File: config.mk
export PLATFORM = sky130hd
export DESIGN_NAME = qrd_frame_scheduler_flat
export DESIGN_NICKNAME = d
export VERILOG_FILES = /design/src/rtl/qrd_frame_scheduler_if.sv /design/src/rtl/qrd_frame_scheduler.sv /design/src/flat_wrapper.sv
export SDC_FILE = /design/constraint.sdc
export NUM_CORES = 1
export LEC_CHECK = 0
export ABC_AREA = 1
export CORE_MARGIN = 5
export CORE_UTILIZATION = 59
export DETAILED_ROUTE_END_ITERATION = 16
export PLACE_DENSITY = 0.85
export SLEW_MARGIN = 15
export SYNTH_ARGS = -nofsm -noshare
export SYNTH_HDL_FRONTEND = slang
export SYNTH_SLANG_ARGS = --single-unit
File: constraint.sdc
create_clock -name clk -period 1.9 [get_ports clk]
set_input_delay 0.475 -clock clk [delete_from_list [all_inputs] [get_ports clk]]
set_output_delay 0.475 -clock clk [all_outputs]
set_load 0.01 [all_outputs]
File: src/rtl/qrd_frame_scheduler_if.sv
// Handshake and status bundle between upstream producer, frame scheduler and
// result consumer of the sorted-QR decomposition pipeline.
interface qrd_frame_scheduler_if #(
  parameter int unsigned TAG_W     = 4,
  parameter int unsigned OUT_DEPTH = 4
);
  localparam int unsigned CRED_W = $clog2(OUT_DEPTH + 1);

  logic              in_valid;
  logic              in_ready;
  logic [TAG_W-1:0]  in_tag;
  logic              flush;
  logic              pipe_launch;
  logic              pipe_done;
  logic              out_valid;
  logic              out_ready;
  logic [TAG_W-1:0]  out_tag;
  logic [CRED_W-1:0] credits;
  logic              busy;

  // Producer/consumer side
  modport master (
    output in_valid, in_tag, flush, out_ready,
    input  in_ready, pipe_launch, pipe_done, out_valid, out_tag, credits, busy
  );

  // Scheduler side
  modport slave (
    input  in_valid, in_tag, flush, out_ready,
    output in_ready, pipe_launch, pipe_done, out_valid, out_tag, credits, busy
  );
endinterface

File: src/rtl/qrd_frame_scheduler.sv
// Credit-based launch scheduler for a fixed-latency, non-stalling QR pipeline:
// tracks frames in flight with a valid/tag delay line and buffers results in a tag FIFO.
module qrd_frame_scheduler #(
  parameter int unsigned PIPE_LAT  = 85,
  parameter int unsigned OUT_DEPTH = 4,
  parameter int unsigned TAG_W     = 4
) (
  input logic                  clk,
  input logic                  rst,
  qrd_frame_scheduler_if.slave bus
);
  localparam int unsigned CRED_W = $clog2(OUT_DEPTH + 1);
  localparam int unsigned PTR_W  = (OUT_DEPTH > 1) ? $clog2(OUT_DEPTH) : 1;
  localparam logic [CRED_W-1:0] FULL_CRED = CRED_W'(OUT_DEPTH);
  localparam logic [PTR_W-1:0]  LAST_PTR  = PTR_W'(OUT_DEPTH - 1);

  typedef enum logic [1:0] {S_IDLE, S_ACTIVE, S_FULL} state_e;

  state_e              state_q, state_d;
  logic [CRED_W-1:0]   credits_q, credits_d;
  logic [CRED_W-1:0]   count_q, count_d;
  logic [PTR_W-1:0]    wr_ptr_q, wr_ptr_d;
  logic [PTR_W-1:0]    rd_ptr_q, rd_ptr_d;
  logic [PIPE_LAT-1:0] sr_vld_q, sr_vld_d;
  logic [TAG_W-1:0]    sr_tag_q [PIPE_LAT];
  logic [TAG_W-1:0]    fifo_q   [OUT_DEPTH];
  logic                launch_c, push_c, pop_c;

  // Reset only gates the visible strobes; state is already held by the async clear.
  assign launch_c        = bus.in_valid && (credits_q != '0) && !bus.flush;
  assign bus.in_ready    = rst && (credits_q != '0) && !bus.flush;
  assign bus.pipe_launch = rst && launch_c;
  assign push_c          = sr_vld_q[PIPE_LAT-1] && !bus.flush;
  assign bus.pipe_done   = push_c;
  assign bus.out_valid   = (count_q != '0);
  assign pop_c           = bus.out_valid && bus.out_ready && !bus.flush;
  assign bus.out_tag     = bus.out_valid ? fifo_q[rd_ptr_q] : '0;
  assign bus.credits     = credits_q;
  assign bus.busy        = (state_q != S_IDLE);

  // Next-state: credits, FIFO bookkeeping, delay line and FSM
  always_comb begin
    state_d   = state_q;
    credits_d = credits_q;
    count_d   = count_q;
    wr_ptr_d  = wr_ptr_q;
    rd_ptr_d  = rd_ptr_q;
    sr_vld_d  = (sr_vld_q << 1) | PIPE_LAT'(launch_c);

    if (launch_c && !pop_c)      credits_d = credits_q - CRED_W'(1);
    else if (pop_c && !launch_c) credits_d = credits_q + CRED_W'(1);

    if (push_c && !pop_c)      count_d = count_q + CRED_W'(1);
    else if (pop_c && !push_c) count_d = count_q - CRED_W'(1);

    if (push_c) wr_ptr_d = (wr_ptr_q == LAST_PTR) ? '0 : wr_ptr_q + PTR_W'(1);
    if (pop_c)  rd_ptr_d = (rd_ptr_q == LAST_PTR) ? '0 : rd_ptr_q + PTR_W'(1);

    // All credits home means nothing in flight and nothing buffered.
    case (state_q)
      S_IDLE:   if (launch_c) state_d = (credits_d == '0) ? S_FULL : S_ACTIVE;
      S_ACTIVE: begin
        if (credits_d == '0)            state_d = S_FULL;
        else if (credits_d == FULL_CRED) state_d = S_IDLE;
      end
      S_FULL:   if (pop_c) state_d = (credits_d == FULL_CRED) ? S_IDLE : S_ACTIVE;
      default:  state_d = S_IDLE;
    endcase

    if (bus.flush) begin
      sr_vld_d  = '0;
      credits_d = FULL_CRED;
      count_d   = '0;
      wr_ptr_d  = '0;
      rd_ptr_d  = '0;
      state_d   = S_IDLE;
    end
  end

  always_ff @(posedge clk or negedge rst) begin
    if (!rst) begin
      state_q   <= S_IDLE;
      credits_q <= FULL_CRED;
      count_q   <= '0;
      wr_ptr_q  <= '0;
      rd_ptr_q  <= '0;
      sr_vld_q  <= '0;
    end else begin
      state_q   <= state_d;
      credits_q <= credits_d;
      count_q   <= count_d;
      wr_ptr_q  <= wr_ptr_d;
      rd_ptr_q  <= rd_ptr_d;
      sr_vld_q  <= sr_vld_d;
    end
  end

  // Tag payloads need no reset: validity lives in sr_vld_q and count_q.
  always_ff @(posedge clk) begin
    sr_tag_q[0] <= bus.in_tag;
    for (int unsigned i = 1; i < PIPE_LAT; i++) sr_tag_q[i] <= sr_tag_q[i-1];
    if (push_c) fifo_q[wr_ptr_q] <= sr_tag_q[PIPE_LAT-1];
  end
endmodule

File: src/flat_wrapper.sv
// flat-port wrapper written by rule: the top's interface ports become plain ports
module qrd_frame_scheduler_flat 
#(
  parameter int unsigned PIPE_LAT  = 85,
  parameter int unsigned OUT_DEPTH = 4,
  parameter int unsigned TAG_W     = 4
)
  (clk, rst, bus_in_valid, bus_in_tag, bus_flush, bus_out_ready, bus_in_ready, bus_pipe_launch, bus_pipe_done, bus_out_valid, bus_out_tag, bus_credits, bus_busy);
  qrd_frame_scheduler_if #(.TAG_W(TAG_W), .OUT_DEPTH(OUT_DEPTH)) bus_i ();
  input logic clk;
  input logic rst;
  input wire logic [$bits(bus_i.in_valid)-1:0] bus_in_valid;
  input wire logic [$bits(bus_i.in_tag)-1:0] bus_in_tag;
  input wire logic [$bits(bus_i.flush)-1:0] bus_flush;
  input wire logic [$bits(bus_i.out_ready)-1:0] bus_out_ready;
  output wire logic [$bits(bus_i.in_ready)-1:0] bus_in_ready;
  output wire logic [$bits(bus_i.pipe_launch)-1:0] bus_pipe_launch;
  output wire logic [$bits(bus_i.pipe_done)-1:0] bus_pipe_done;
  output wire logic [$bits(bus_i.out_valid)-1:0] bus_out_valid;
  output wire logic [$bits(bus_i.out_tag)-1:0] bus_out_tag;
  output wire logic [$bits(bus_i.credits)-1:0] bus_credits;
  output wire logic [$bits(bus_i.busy)-1:0] bus_busy;
  assign bus_i.in_valid = bus_in_valid;
  assign bus_i.in_tag = bus_in_tag;
  assign bus_i.flush = bus_flush;
  assign bus_i.out_ready = bus_out_ready;
  assign bus_in_ready = bus_i.in_ready;
  assign bus_pipe_launch = bus_i.pipe_launch;
  assign bus_pipe_done = bus_i.pipe_done;
  assign bus_out_valid = bus_i.out_valid;
  assign bus_out_tag = bus_i.out_tag;
  assign bus_credits = bus_i.credits;
  assign bus_busy = bus_i.busy;
  qrd_frame_scheduler #(.PIPE_LAT(PIPE_LAT), .OUT_DEPTH(OUT_DEPTH), .TAG_W(TAG_W)) u_core (.clk(clk), .rst(rst), .bus(bus_i));
endmodule
==> flow_metrics.tcl <==
set metrics [dict create \
    outcome "finished with violations" \
    violations "negative setup slack" \
    core_mm2 0.0186 \
    cp.required_ns 1.42 \
    seqPwrFrac 0.518 \
    grt_first_pass_wirelength_mm 25.7 \
    tns_ns -1.21 \
    postPlaceCellArea_mm2 0.0118 \
    nets 881 \
    finalWorstSetupSlack_ns -0.261 \
    antenna_found_initial 0 \
    p_leak_nw 5.89 \
    postSynthNetCount 787 \
    yosys_warnings 0 \
    crit_path_start_kind "register" \
    synth_area_leaders "dfxtp_1, dfrtp_1, edfxtp_1" \
    clockRootBuffer "clkbuf_16" \
    cp_max_fo 4 \
    fill_cells 1108 \
    grt_max_degree 70 \
    grt_pass1_vias 5261 \
    grt_overflow 0 \
    multi_input_area_mm2 0.00108 \
    whs_ns 0.0193 \
    yosys_most_used_dff "dfxtp_1" \
    viasPerCell 4.50 \
    dieArea_mm2 0.0217 \
    hpwl_mm 7.74 \
    ys_ff_latch 453 \
    slew_headroom 0.554 \
    power_frac_comb 0.074 \
    period_share 1.14 \
    drc_errors 0 \
    postCtsHoldBufs 0 \
    synth_edf_count 16 \
    synth_top_area_cell "dfxtp_1" \
    initial_core_util 0.597 \
    syn_area_mm2 0.0111 \
    vias 5079 \
    dr.pass1.iters 5 \
    syn_area_per_cell_um2 14.4 \
    finalInstanceArea_mm2 0.0133 \
    drive_above_1_share 0.182 \
    clock_sinks 453 \
    async_flop_share 0.214 \
    num_rows 50 \
    drt_iter0_drc 220 \
    dpl.cell_count 1042 \
    synthCells 770 \
    netlist.area_leader.share 0.612 \
    ir_drop_uv 922 \
    syn2layout_area_growth_pct 19.9 \
    gp_congestion 0.793 \
    yosysMostFrequentCell "dfxtp_1" \
    finalWirelength_mm 15.8 \
    clock.fmax_ghz 0.463 \
    cts_max_path_buffers 3 \
    switching_share 0.216 \
    worstMarginPinSlew_ns 0.669 \
    cts.clk_slew.worst_paths_ns 0.07 \
    setup_viol 9 \
    fin_worst_skew_ns 0.0104 \
    grt_usage 0.148 \
    cts_buffers 39 \
    hp-class "in2async" \
    finalCriticalPeriod_ns 2.16 \
    preCtsSetupSlack_ns -0.363 \
    die_h_um 147 \
    register_area_mm2 0.00972 \
    ys_seq_area_frac 0.873 \
    clock_power_share 0.407 \
    antenna_cells 0 \
    yosys-top-cells-count "dfxtp_1, nor2_1, inv_1, dfrtp_1, nand2_1" \
    slew_viol_final 0 \
    power-per-cell-area_mw_per_mm2 1440 \
    cp-end-kind "output port" \
    clock_latency_ns 0.53 \
    cp.arrival_ns 1.69 \
    die_w_um 147 \
    internal-power_w 0.0151 \
    maxCapViolCount 0 \
    instances_no_fill 1128 \
    rsz0062_at_grt "true" \
    port_buffers 20 \
    ant_nets 0 \
    net-switching-power_w 0.00416 \
    htreeDepth 2 \
    post_drt_wl_per_cell_um 14.0 \
    ioPinCount 21 \
    path_class "reg2out" \
    synth_cell_types 28 \
    hold_viol_final 0 \
    cts_tree "built" \
]
-- state kept, by name (all words and copies together) (netlist names) --
register            cells
u_core.sr_vld_q        85
u_core.count_q          3
u_core.sr_tag_q       340
u_core.fifo_q          16
u_core.bus.credits      3
u_core.state_q          2
u_core.rd_ptr_q         2
u_core.wr_ptr_q         2
-- per-layer routing --
metal	global-route usage	vias up	wire length, um
met5	0	-	0
met4	0.0620	0	374
met3	0.0345	33	612
met2	0.256	96	8210
met1	0.178	2475	6610
li1	-	2475	-
-- layout make-up --
class | instances | share of cell area
Sequential cell | 453 | 0.728
Clock buffer | 64 | 0.0916
Multi-Input combinational cell | 194 | 0.0806
Timing Repair Buffer | 64 | 0.0374
Inverter | 112 | 0.0324
Tap cell | 234 | 0.0219
Clock inverter | 7 | 0.00760
-- layout by cell type, fill, tap and decap left out, drive strengths merged --
| cell type | synthesis | final |
|---|---|---|
| a21oi | 8 | 8 |
| a22o | 1 | 1 |
| buf | 2 | 54 |
| bufinv | 0 | 1 |
| clkbuf | 9 | 65 |
| clkdlybuf4s15 | 0 | 2 |
| clkdlybuf4s50 | 0 | 6 |
| clkinv | 0 | 5 |
| dfrtp | 96 | 96 |
| dfstp | 1 | 1 |
| dfxtp | 340 | 340 |
| dlygate4sd2 | 0 | 1 |
| edfxtp | 16 | 16 |
| fa | 1 | 1 |
| ha | 7 | 7 |
| inv | 112 | 113 |
| nand2 | 25 | 25 |
| nand3 | 11 | 11 |
| nand3b | 1 | 1 |
| nor2 | 120 | 120 |
| nor3 | 3 | 3 |
| o21ai | 12 | 12 |
| o22ai | 2 | 2 |
| xor2 | 3 | 3 |
-- critical path, cell delays in order, from the launching register on --
cell and delay [ns]:
dfrtp_2 0.38, buf_6 0.14, buf_6 0.11, nor2_2 0.03, nor2_1 0.10, o21ai_1 0.09
a21oi_1 0.16, buf_2 0.16
-- final timing paths --
kind | end | startpoint | cells after the start | slack (ns)
worst max register to register | u_core.state_q[0] | u_core.bus.credits[1] | 17 | -0.17
worst max-delay path | bus_out_tag[0] | u_core.rd_ptr_q[0] | 7 | -0.26
min in group clk | u_core.sr_tag_q[0][28] | u_core.sr_tag_q[0][24] | 0 | 0.32
max in group asynchronous | u_core.sr_vld_q[51] | rst | 3 | 0.83
worst min-delay path | u_core.sr_vld_q[11] | rst | 2 | 0.02
worst min register to register | u_core.sr_tag_q[0][28] | u_core.sr_tag_q[0][24] | 0 | 0.32
-- metrics by stage --
| stage | power, W | utilization |
|---|---|---|
| after global routing | 0.0201 | 0.716 |
| after detailed placement | 0.0113 | 0.632 |
| final | 0.0193 | 0.716 |
| after floorplan | 0.0108 | - |
| after CTS | 0.0193 | 0.709 |
| after global placement | 0.0112 | 0.632 |
-- cells by family (layout without fill, tap and decap cells) --
group,Yosys count,in the layout,synth area share
AOI/OAI and AO/OA,23,23,0.0112
and+or+nand+nor,160,160,0.0614
adders and majority gates,8,8,0.00967
DFF,453,453,0.873
buffers and inverters,123,247,0.0420
xor gates and xnor gates,3,3,0.00236
-- power by group through the flow --
stage	sequential [W]	clock, W	combinational, W
floorplan	0.0102	0	0.000598
global placement	0.0102	0	0.00105
detailed placement	0.0102	0	0.00110
CTS	0.00999	0.00807	0.00123
global route	0.0100	0.00850	0.00156
finish	0.00999	0.00784	0.00143
-- what timing repair did --
action,4_1_cts,5_1_grt
resized for setup,60,40
pin swaps,11,22
hold endpoints to repair,0,0
endpoints found under the setup margin,14,14
buffers inserted,9,6
No activity file was read; power rests on OpenSTA's default activity.
